<file path="src/rtl/alu_pkg.sv">
// Shared opcode and FSM state encodings for the sequential ALU.
package alu_pkg;

  typedef enum logic [2:0] {
    OP_ADD = 3'b000,
    OP_SUB = 3'b001,
    OP_AND = 3'b010,
    OP_OR  = 3'b011,
    OP_XOR = 3'b100,
    OP_NOT = 3'b101,
    OP_SHL = 3'b110,
    OP_MUL = 3'b111
  } op_e;

  typedef enum logic [0:0] {
    ST_IDLE = 1'b0,
    ST_MUL  = 1'b1
  } state_e;

endpackage

</file>
<file path="src/rtl/alu_mul_seq.sv">
// Unsigned shift-add multiplier: one partial product per cycle, done pulses
// for one cycle once WIDTH partial products have been accumulated.
module alu_mul_seq
  import alu_pkg::*;
#(
  parameter int WIDTH = 4
) (
  input  logic               clk,
  input  logic               rst,
  input  logic               start,
  input  logic [WIDTH-1:0]   a,
  input  logic [WIDTH-1:0]   b,
  output logic               done,
  output logic [2*WIDTH-1:0] product
);

  localparam int CW = $clog2(WIDTH + 1);

  logic               busy_q, busy_d;
  logic [CW-1:0]      cnt_q, cnt_d;
  logic [2*WIDTH-1:0] mcand_q, mcand_d;
  logic [2*WIDTH-1:0] acc_q, acc_d;
  logic [WIDTH-1:0]   mplier_q, mplier_d;

  assign done    = busy_q && (cnt_q == CW'(WIDTH));
  assign product = acc_q;

  always_comb begin
    busy_d   = busy_q;
    cnt_d    = cnt_q;
    mcand_d  = mcand_q;
    acc_d    = acc_q;
    mplier_d = mplier_q;
    if (start) begin
      busy_d   = 1'b1;
      cnt_d    = '0;
      mcand_d  = {{WIDTH{1'b0}}, a};
      mplier_d = b;
      acc_d    = '0;
    end else if (busy_q && !done) begin
      // Multiplier LSB selects whether the current shifted multiplicand is added.
      if (mplier_q[0]) begin
        acc_d = acc_q + mcand_q;
      end else begin
        acc_d = acc_q;
      end
      mcand_d  = mcand_q << 1;
      mplier_d = mplier_q >> 1;
      cnt_d    = cnt_q + CW'(1);
    end else if (done) begin
      busy_d = 1'b0;
    end else begin
      busy_d = busy_q;
    end
  end

  always_ff @(posedge clk) begin
    if (rst) begin
      busy_q   <= 1'b0;
      cnt_q    <= '0;
      mcand_q  <= '0;
      acc_q    <= '0;
      mplier_q <= '0;
    end else begin
      busy_q   <= busy_d;
      cnt_q    <= cnt_d;
      mcand_q  <= mcand_d;
      acc_q    <= acc_d;
      mplier_q <= mplier_d;
    end
  end

endmodule

</file>
<file path="src/rtl/alu_seq.sv">
// Sequential ALU with valid/ready handshakes: single-cycle ops, multi-cycle
// multiply, and a registered result/flag stage that holds under backpressure.
module alu_seq
  import alu_pkg::*;
#(
  parameter int WIDTH = 4
) (
  input  logic             clk,
  input  logic             rst,
  input  logic             in_valid,
  output logic             in_ready,
  input  logic [WIDTH-1:0] a,
  input  logic [WIDTH-1:0] b,
  input  logic [2:0]       sel,
  output logic             out_valid,
  input  logic             out_ready,
  output logic [WIDTH-1:0] y,
  output logic             c,
  output logic             z,
  output logic             v,
  output logic             n
);

  localparam int SW = $clog2(WIDTH);

  state_e             state_q, state_d;
  logic               out_valid_q, out_valid_d;
  logic [WIDTH-1:0]   y_q, y_d;
  logic               c_q, c_d, z_q, z_d, v_q, v_d, n_q, n_d;
  logic               accept, mul_start, mul_done;
  logic [2*WIDTH-1:0] mul_product;
  logic [WIDTH:0]     sum, diff;
  logic [WIDTH-1:0]   res_y;
  logic               res_c, res_v;
  op_e                op;

  assign op        = op_e'(sel);
  assign in_ready  = (state_q == ST_IDLE) && (!out_valid_q || out_ready) && !rst;
  assign accept    = in_valid && in_ready;
  assign sum       = {1'b0, a} + {1'b0, b};
  assign diff      = {1'b0, a} - {1'b0, b};
  assign out_valid = out_valid_q;
  assign y         = y_q;
  assign c         = c_q;
  assign z         = z_q;
  assign v         = v_q;
  assign n         = n_q;

  alu_mul_seq #(.WIDTH(WIDTH)) u_mul (
    .clk     (clk),
    .rst     (rst),
    .start   (mul_start),
    .a       (a),
    .b       (b),
    .done    (mul_done),
    .product (mul_product)
  );

  always_comb begin
    res_y = '0;
    res_c = 1'b0;
    res_v = 1'b0;
    case (op)
      OP_ADD: begin
        res_y = sum[WIDTH-1:0];
        res_c = sum[WIDTH];
        res_v = (a[WIDTH-1] == b[WIDTH-1]) && (sum[WIDTH-1] != a[WIDTH-1]);
      end
      OP_SUB: begin
        // Extended-width subtract: the top bit is the unsigned borrow.
        res_y = diff[WIDTH-1:0];
        res_c = diff[WIDTH];
        res_v = (a[WIDTH-1] != b[WIDTH-1]) && (diff[WIDTH-1] != a[WIDTH-1]);
      end
      OP_AND:  res_y = a & b;
      OP_OR:   res_y = a | b;
      OP_XOR:  res_y = a ^ b;
      OP_NOT:  res_y = ~a;
      OP_SHL:  res_y = a << b[SW-1:0];
      OP_MUL:  res_y = '0;
      default: res_y = '0;
    endcase
  end

  always_comb begin
    state_d   = state_q;
    y_d       = y_q;
    c_d       = c_q;
    z_d       = z_q;
    v_d       = v_q;
    n_d       = n_q;
    mul_start = 1'b0;
    if (out_ready) begin
      out_valid_d = 1'b0;
    end else begin
      out_valid_d = out_valid_q;
    end
    case (state_q)
      ST_IDLE: begin
        if (accept) begin
          if (op == OP_MUL) begin
            mul_start = 1'b1;
            state_d   = ST_MUL;
          end else begin
            y_d         = res_y;
            c_d         = res_c;
            v_d         = res_v;
            z_d         = (res_y == '0);
            n_d         = res_y[WIDTH-1];
            out_valid_d = 1'b1;
          end
        end else begin
          state_d = ST_IDLE;
        end
      end
      ST_MUL: begin
        if (mul_done) begin
          y_d         = mul_product[WIDTH-1:0];
          c_d         = |mul_product[2*WIDTH-1:WIDTH];
          v_d         = 1'b0;
          z_d         = (mul_product[WIDTH-1:0] == '0);
          n_d         = mul_product[WIDTH-1];
          out_valid_d = 1'b1;
          state_d     = ST_IDLE;
        end else begin
          state_d = ST_MUL;
        end
      end
      default: state_d = ST_IDLE;
    endcase
  end

  always_ff @(posedge clk) begin
    if (rst) begin
      state_q     <= ST_IDLE;
      out_valid_q <= 1'b0;
      y_q         <= '0;
      c_q         <= 1'b0;
      z_q         <= 1'b0;
      v_q         <= 1'b0;
      n_q         <= 1'b0;
    end else begin
      state_q     <= state_d;
      out_valid_q <= out_valid_d;
      y_q         <= y_d;
      c_q         <= c_d;
      z_q         <= z_d;
      v_q         <= v_d;
      n_q         <= n_d;
    end
  end

endmodule

</file>
<file path="config.mk">
export PLATFORM = sky130hd
export DESIGN_NAME = alu_seq
export DESIGN_NICKNAME = d
export VERILOG_FILES = /design/src/rtl/alu_pkg.sv /design/src/rtl/alu_mul_seq.sv /design/src/rtl/alu_seq.sv
export SDC_FILE = /design/constraint.sdc
export NUM_CORES = 1
export LEC_CHECK = 0
export CAP_MARGIN = 40
export CORE_AREA = 2 2 85 87
export CTS_CLUSTER_SIZE = 10
export DETAILED_ROUTE_END_ITERATION = 10
export DIE_AREA = 0 0 87 89
export GPL_ROUTABILITY_DRIVEN = 0
export SETUP_SLACK_MARGIN = 0.15
export SLEW_MARGIN = 25
export SYNTH_ARGS = -nofsm -noshare
export SYNTH_HDL_FRONTEND = slang
export SYNTH_SLANG_ARGS = --single-unit
</file>
<file path="constraint.sdc">
create_clock -name clk -period 2.7 [get_ports clk]
set_input_delay 0.27 -clock clk [delete_from_list [all_inputs] [get_ports clk]]
set_output_delay 0.27 -clock clk [all_outputs]
set_load 0.01 [all_outputs]
</file>
After elaboration in Yosys (flattened, before gate mapping)

Cells that the tools add are included.

Output and inout bits: 10
Register bits after elaboration: 34
Word-level logic and storage cells: 99
Bits of input ports: 15

Eq/ne operators: 16
Shift operators: 1
Mux-type cells: 39
Add/subtract/negate cells: 4
Reduce and logical (&&, ||, !) cells: 21
Bitwise logic cells: 5

Operators by type and width:

| cell                                                                  | count |
|---|---|
| 4-bit case mux with 8 select lines                                    | 1 |
| 4-bit 2-to-1 mux                                                      | 7 |
| 1-bit 2-to-1 mux                                                      | 22 |
| 1-bit case mux with 2 select lines                                    | 8 |
| 3-bit equality test, second input constant                            | 5 |
| 8-bit adder                                                           | 1 |
| 4-bit logical NOT                                                     | 2 |
| 4-bit case mux with 2 select lines                                    | 1 |
| 1-bit logical AND                                                     | 7 |
| 3-bit by 2-bit equality test with 1-bit output, second input constant | 2 |
| 2-bit inequality test, second input constant                          | 3 |
| 4-bit by 4-bit adder with 5-bit output                                | 1 |
| 4-bit by 4-bit subtractor with 5-bit output                           | 1 |
| 4-bit bitwise AND                                                     | 1 |
| 4-bit NOT                                                             | 1 |
| 4-bit OR                                                              | 1 |
| 2-bit AND reduction                                                   | 2 |
| 2-bit nonzero test                                                    | 2 |
| 4-bit OR reduction                                                    | 1 |
| 4-bit by 2-bit << shifter with 4-bit output                           | 1 |
| 4-bit bitwise XOR                                                     | 1 |
| 3-bit by 1-bit adder with 3-bit output, second input constant         | 1 |
| 3-bit by 1-bit equality test with 1-bit output, second input constant | 1 |
| 1-bit logical NOT                                                     | 3 |
| other kinds (8)                                                       | 10 |

Longest topological paths before layout

Depth after elaboration: 9
Depth in mapped cells: 10
Depth with buffers taken out: 10

Hierarchy

Synthesis repeated with hierarchy kept, for this count alone.

Cells, all modules: 299
Area, all modules: 2,453.6 um^2

Modules (own cells, without submodules):

| module      | instances | sequential area each (um^2) | cells an instance | area an instance (um^2) |
|---|---|---|---|---|
| alu_mul_seq | 1         | 480.5                       | 148               | 1,292.5 |
| alu_seq     | 1         | 180.2                       | 151               | 1,161.1 |

Worst setup path after synthesis

OpenSTA, ideal clock, no wires.

Path type: input to register
Start: in a[0]
End: reg z_q (netlist: z)
Data arrival time: 1,926 ps
Data required time: 2,580 ps
Stages: 10
Path buffers: 0
Path slack: 655 ps
Setup time: 120 ps
Path through: inv_1 -> ha_1 -> inv_1 -> fa_1 -> xor2_1 -> a32o_1 -> o221ai_1 -> a221o_1 -> a21oi_1 -> o31a_1

Longest elaborated chain between the ends: 6
Elaborated cells between the ends (all ways): 12
Those cells by class: add/sub: 2; shift: 1; mux: 4; bitwise: 4; reduce/logical: 1

Ends and longest elaborated chain:

| what                                                                      | line           | RTL |
|---|---|---|
| start, declared                                                           | alu_seq.sv:12  | `input logic [WIDTH-1:0] a,` |
| 4-bit by 4-bit subtractor with 5-bit output, or another cell as far along | alu_seq.sv:41  | `assign diff = {1'b0, a} - {1'b0, b};` |
| 4-bit case mux with 8 select lines *                                      | alu_seq.sv:63  | `case (op)` |
| 4-bit logical NOT *                                                       | alu_seq.sv:108 | `z_d = (res_y == '0);` |
| 1-bit 2-to-1 mux *                                                        | alu_seq.sv:101 | `if (op == OP_MUL) begin` |
| 1-bit 2-to-1 mux *                                                        | alu_seq.sv:100 | `if (accept) begin` |
| 1-bit case mux with 2 select lines *                                      | alu_seq.sv:98  | `case (state_q)` |
| end signal, assigned                                                      | alu_seq.sv:147 | `z_q <= z_d;` |
| end, declared                                                             | alu_seq.sv:29  | `logic c_q, c_d, z_q, z_d, v_q, v_d, n_q, n_d;` |

Every way passes the cells marked *; elsewhere a longest branch is shown, timed or not. The select of a mux whose other input is x is not followed.
A chain may end at the register's enable or synchronous reset.

Worst setup path after layout

Same ends and word-level chain as after synthesis.

==> impl_metrics.env <==
export IMPL_die_h_um=89
export IMPL_power_density_nw_per_um2=390
export IMPL_async_reset_ff_share_pct=0
export IMPL_yosysTopAreaCell="dfxtp_1"
export IMPL_crit_type="in -> reg"
export IMPL_grt_pass1_vias=1952
export IMPL_synth_top_family_by_area="simple AND/OR/NAND/NOR gates"
export IMPL_synth_compound_area_share_pct=20.0
export IMPL_tritoncts="built"
export IMPL_synth_simple_area_share_pct=26.8
export IMPL_drv_slew=0
export IMPL_portBuffers=24
export IMPL_clk_path_buf_depth=2
export IMPL_synth_area_mux_share_pct=2.29
export IMPL_peakVddDrop_v=0.000164
export IMPL_fmax_mhz=427
export IMPL_die_area_um2=7740
export IMPL_final_cell_area_um2=2860
export IMPL_hpwlAfterDp_um=4510
export IMPL_overflow=0
export IMPL_synth_area_per_cell_um2=7.66
export IMPL_synth_area_top_cells="dfxtp_1 (28%), ha_1 (12%), nand2_1 (7.5%)"
export IMPL_crit_arrival_ns=2.57
export IMPL_max_cap_violations=0
export IMPL_clock_latency_ns=0.28
export IMPL_relSlewSlack_pct=63.5
export IMPL_drive_above_1_share_pct=8.80
export IMPL_yosys_area_share_adder_pct=14.3
export IMPL_pin_count=25
export IMPL_period_needed_ns=2.34
export IMPL_vias_per_cell=5.14
export IMPL_synth_top_area_share_pct=28.1
export IMPL_synth_ff_type="dfxtp_1"
export IMPL_rsz0062_at_grt="no"
export IMPL_power_frac_seq_pct=45.4
export IMPL_ys_ff_latch=33
export IMPL_via_count=2164
export IMPL_postCtsSetupBuffers=0
export IMPL_totalWireLength_um=5720
export IMPL_fin_ws_ns=0.359
export IMPL_syn_area_um2=2350
export IMPL_ctsHtreeMaxLevel=2
export IMPL_outcome="complete, no violations"
export IMPL_drc=0
export IMPL_drt_iter0_markers=110
export IMPL_crit_path_end_kind="register"
export IMPL_start_util_pct=35.0
export IMPL_synth_edff_count=0
export IMPL_netSwitchingFraction_pct=26.5
export IMPL_clock_skew_ns=0.00429
export IMPL_synth_cells=307
export IMPL_wl_per_cell_um=13.6
export IMPL_cts_buffers=5
export IMPL_cts_sinks=33
export IMPL_start_kind="input port"
export IMPL_power_switching_mw=0.296
export IMPL_p_int_mw=0.819
export IMPL_yosys_cell_types_count=49
export IMPL_grtUsageTotal_pct=16.0
export IMPL_pwr_share_comb_pct=21.7
export IMPL_fin_tns_setup_ns=0
export IMPL_finish_utilization_pct=42.6
export IMPL_hp_class="reg -> reg"
export IMPL_diodes=0
export IMPL_ys_seq_area_share_pct=28.1
export IMPL_synth_xor_area_share_pct=2.24
export IMPL_grt_pass1_wl_um=9670
export IMPL_cts_root_buffer="clkbuf_8"
export IMPL_grt_max_degree=23
export IMPL_final_hold_viol_count=0
export IMPL_final_net_count=381
export IMPL_min_period_over_period_pct=86.7
export IMPL_worst_slew_pin_slew_ns=0.546
export IMPL_setup_viol=0
export IMPL_clkTransAtPathRegs_ns=0.06
export IMPL_synth_warnings=0
export IMPL_die_w_um=87
export IMPL_first_pass_iters=4
export IMPL_core_area_um2=6720
export IMPL_syn_nets=347
export IMPL_pwr_share_clk_pct=32.9
export IMPL_drtAntennaViolNets=0
export IMPL_post_place_ws_ns=0.0174
export IMPL_core_rowCount=30
export IMPL_area_growth_syn_to_layout_pct=21.6
export IMPL_path_max_fanout=2
export IMPL_place_area_um2=2770
export IMPL_p_leak_nw=1.13
export IMPL_worst_ep_required_time_ns=2.93
export IMPL_antenna_found_initial=0
-- final timing paths --
kind	startpoint	endpoint	slack, ns	cells after the start
setup / recovery	a[0]	z$_SDFFE_PP0P_	0.36	11
hold / removal	y[0]$_SDFFE_PP0P_	y[0]$_SDFFE_PP0P_	0.45	2
setup reg to reg	u_mul.product[2]$_SDFFE_PP0P_	u_mul.product[6]$_SDFFE_PP0P_	0.76	7
hold reg to reg	y[0]$_SDFFE_PP0P_	y[0]$_SDFFE_PP0P_	0.45	2
-- power by group through the flow --
stage | Clock, mW | Sequential [mW] | Combinational [mW]
global route | 0.402 | 0.507 | 0.268
floorplan | 0 | 0.518 | 0.136
global placement | 0 | 0.516 | 0.237
CTS | 0.378 | 0.506 | 0.240
finish | 0.367 | 0.506 | 0.242
detailed placement | 0 | 0.517 | 0.239
-- area by class of cell --
| type | count | area (um^2) |
|---|---|---|
| multi-input combinational | 236 | 1550 |
| timing repair buffer | 43 | 383 |
| fill | 675 | 3860 |
| clock buffer | 7 | 86.3 |
| inverter | 22 | 82.6 |
| tap | 80 | 100 |
| sequential | 33 | 661 |
-- synthesized netlist by cell type, types with 3 or more instances --
library cell  instances
a211oi_1              5
a21oi_1              26
a311oi_1             10
and3_1                3
buf_2                 3
clkbuf_1             11
dfxtp_1              33
fa_1                  3
ha_1                 22
inv_1                22
nand2_1              47
nand2b_1             12
nand3_1              13
nand3b_1              6
nor2_1               29
nor2b_1               4
nor3_1                5
o21ai_0               8
xnor2_1               3
xor2_1                3
-- per-stage QoR --
stage / hold WS [ns] / power (mW) / instances
after floorplan: 0.406 / 0.654 / 307
after global placement: 0.445 / 0.753 / 414
after detailed placement: 0.447 / 0.756 / 414
after CTS: 0.455 / 1.12 / 421
after global routing: 0.469 / 1.18 / 421
final: 0.452 / 1.11 / 421
-- per-layer routing --
metal | wire [um] | track usage [%] | share of wire [%]
met1 | 2900 | 22.3 | 51
met2 | 2660 | 25.8 | 46
met3 | 110 | 2.49 | 1.9
met4 | 50 | 3.84 | 0.87
met5 | 0 | 0 | 0
-- critical path: stages --
cell,delay [ns]
clkdlybuf4s50_1,0.47
inv_1,0.07
ha_1,0.21
inv_1,0.08
fa_1,0.40
nand2b_1,0.08
a311oi_1,0.09
a311o_1,0.36
a221o_1,0.30
a21oi_1,0.11
o31a_1,0.13
-- cell usage in the layout, fill, tap and decap left out, types with 4 or more instances in the layout --
master           count
nand2_1             47
dfxtp_1             33
nor2_1              29
a21oi_1             26
clkdlybuf4s50_1     24
inv_1               22
ha_1                22
buf_4               19
nand3_1             13
nand2b_1            12
a311oi_1            10
o21ai_0              8
nand3b_1             6
clkbuf_8             6
nor3_1               5
a211oi_1             5
nor2b_1              4
-- timing repair --
item	CTS	global route
setup endpoints to repair	0	1
hold buffers	0	0
gates resized for setup	0	1
-- cell families after synthesis --
kind of cell,after synthesis
buffers and inverters,38
XOR/XNOR,6
adder cells (fa/ha/maj),25
AND/OR/NAND/NOR,131
flip-flops,33
AO/OA/AOI/OAI,70
multiplexers,4
-- flip-flops by register name, summed over array words and instances (netlist names) --
| signal | cells |
|---|---|
| u_mul.mplier_q | 4 |
| c | 1 |
| y | 4 |
| state_q | 1 |
| out_valid | 1 |
| v | 1 |
| u_mul.mcand_q | 8 |
| z | 1 |
| u_mul.cnt_q | 3 |
| u_mul.busy_q | 1 |
| u_mul.product | 8 |
No activity file was read; power rests on OpenSTA's default activity.
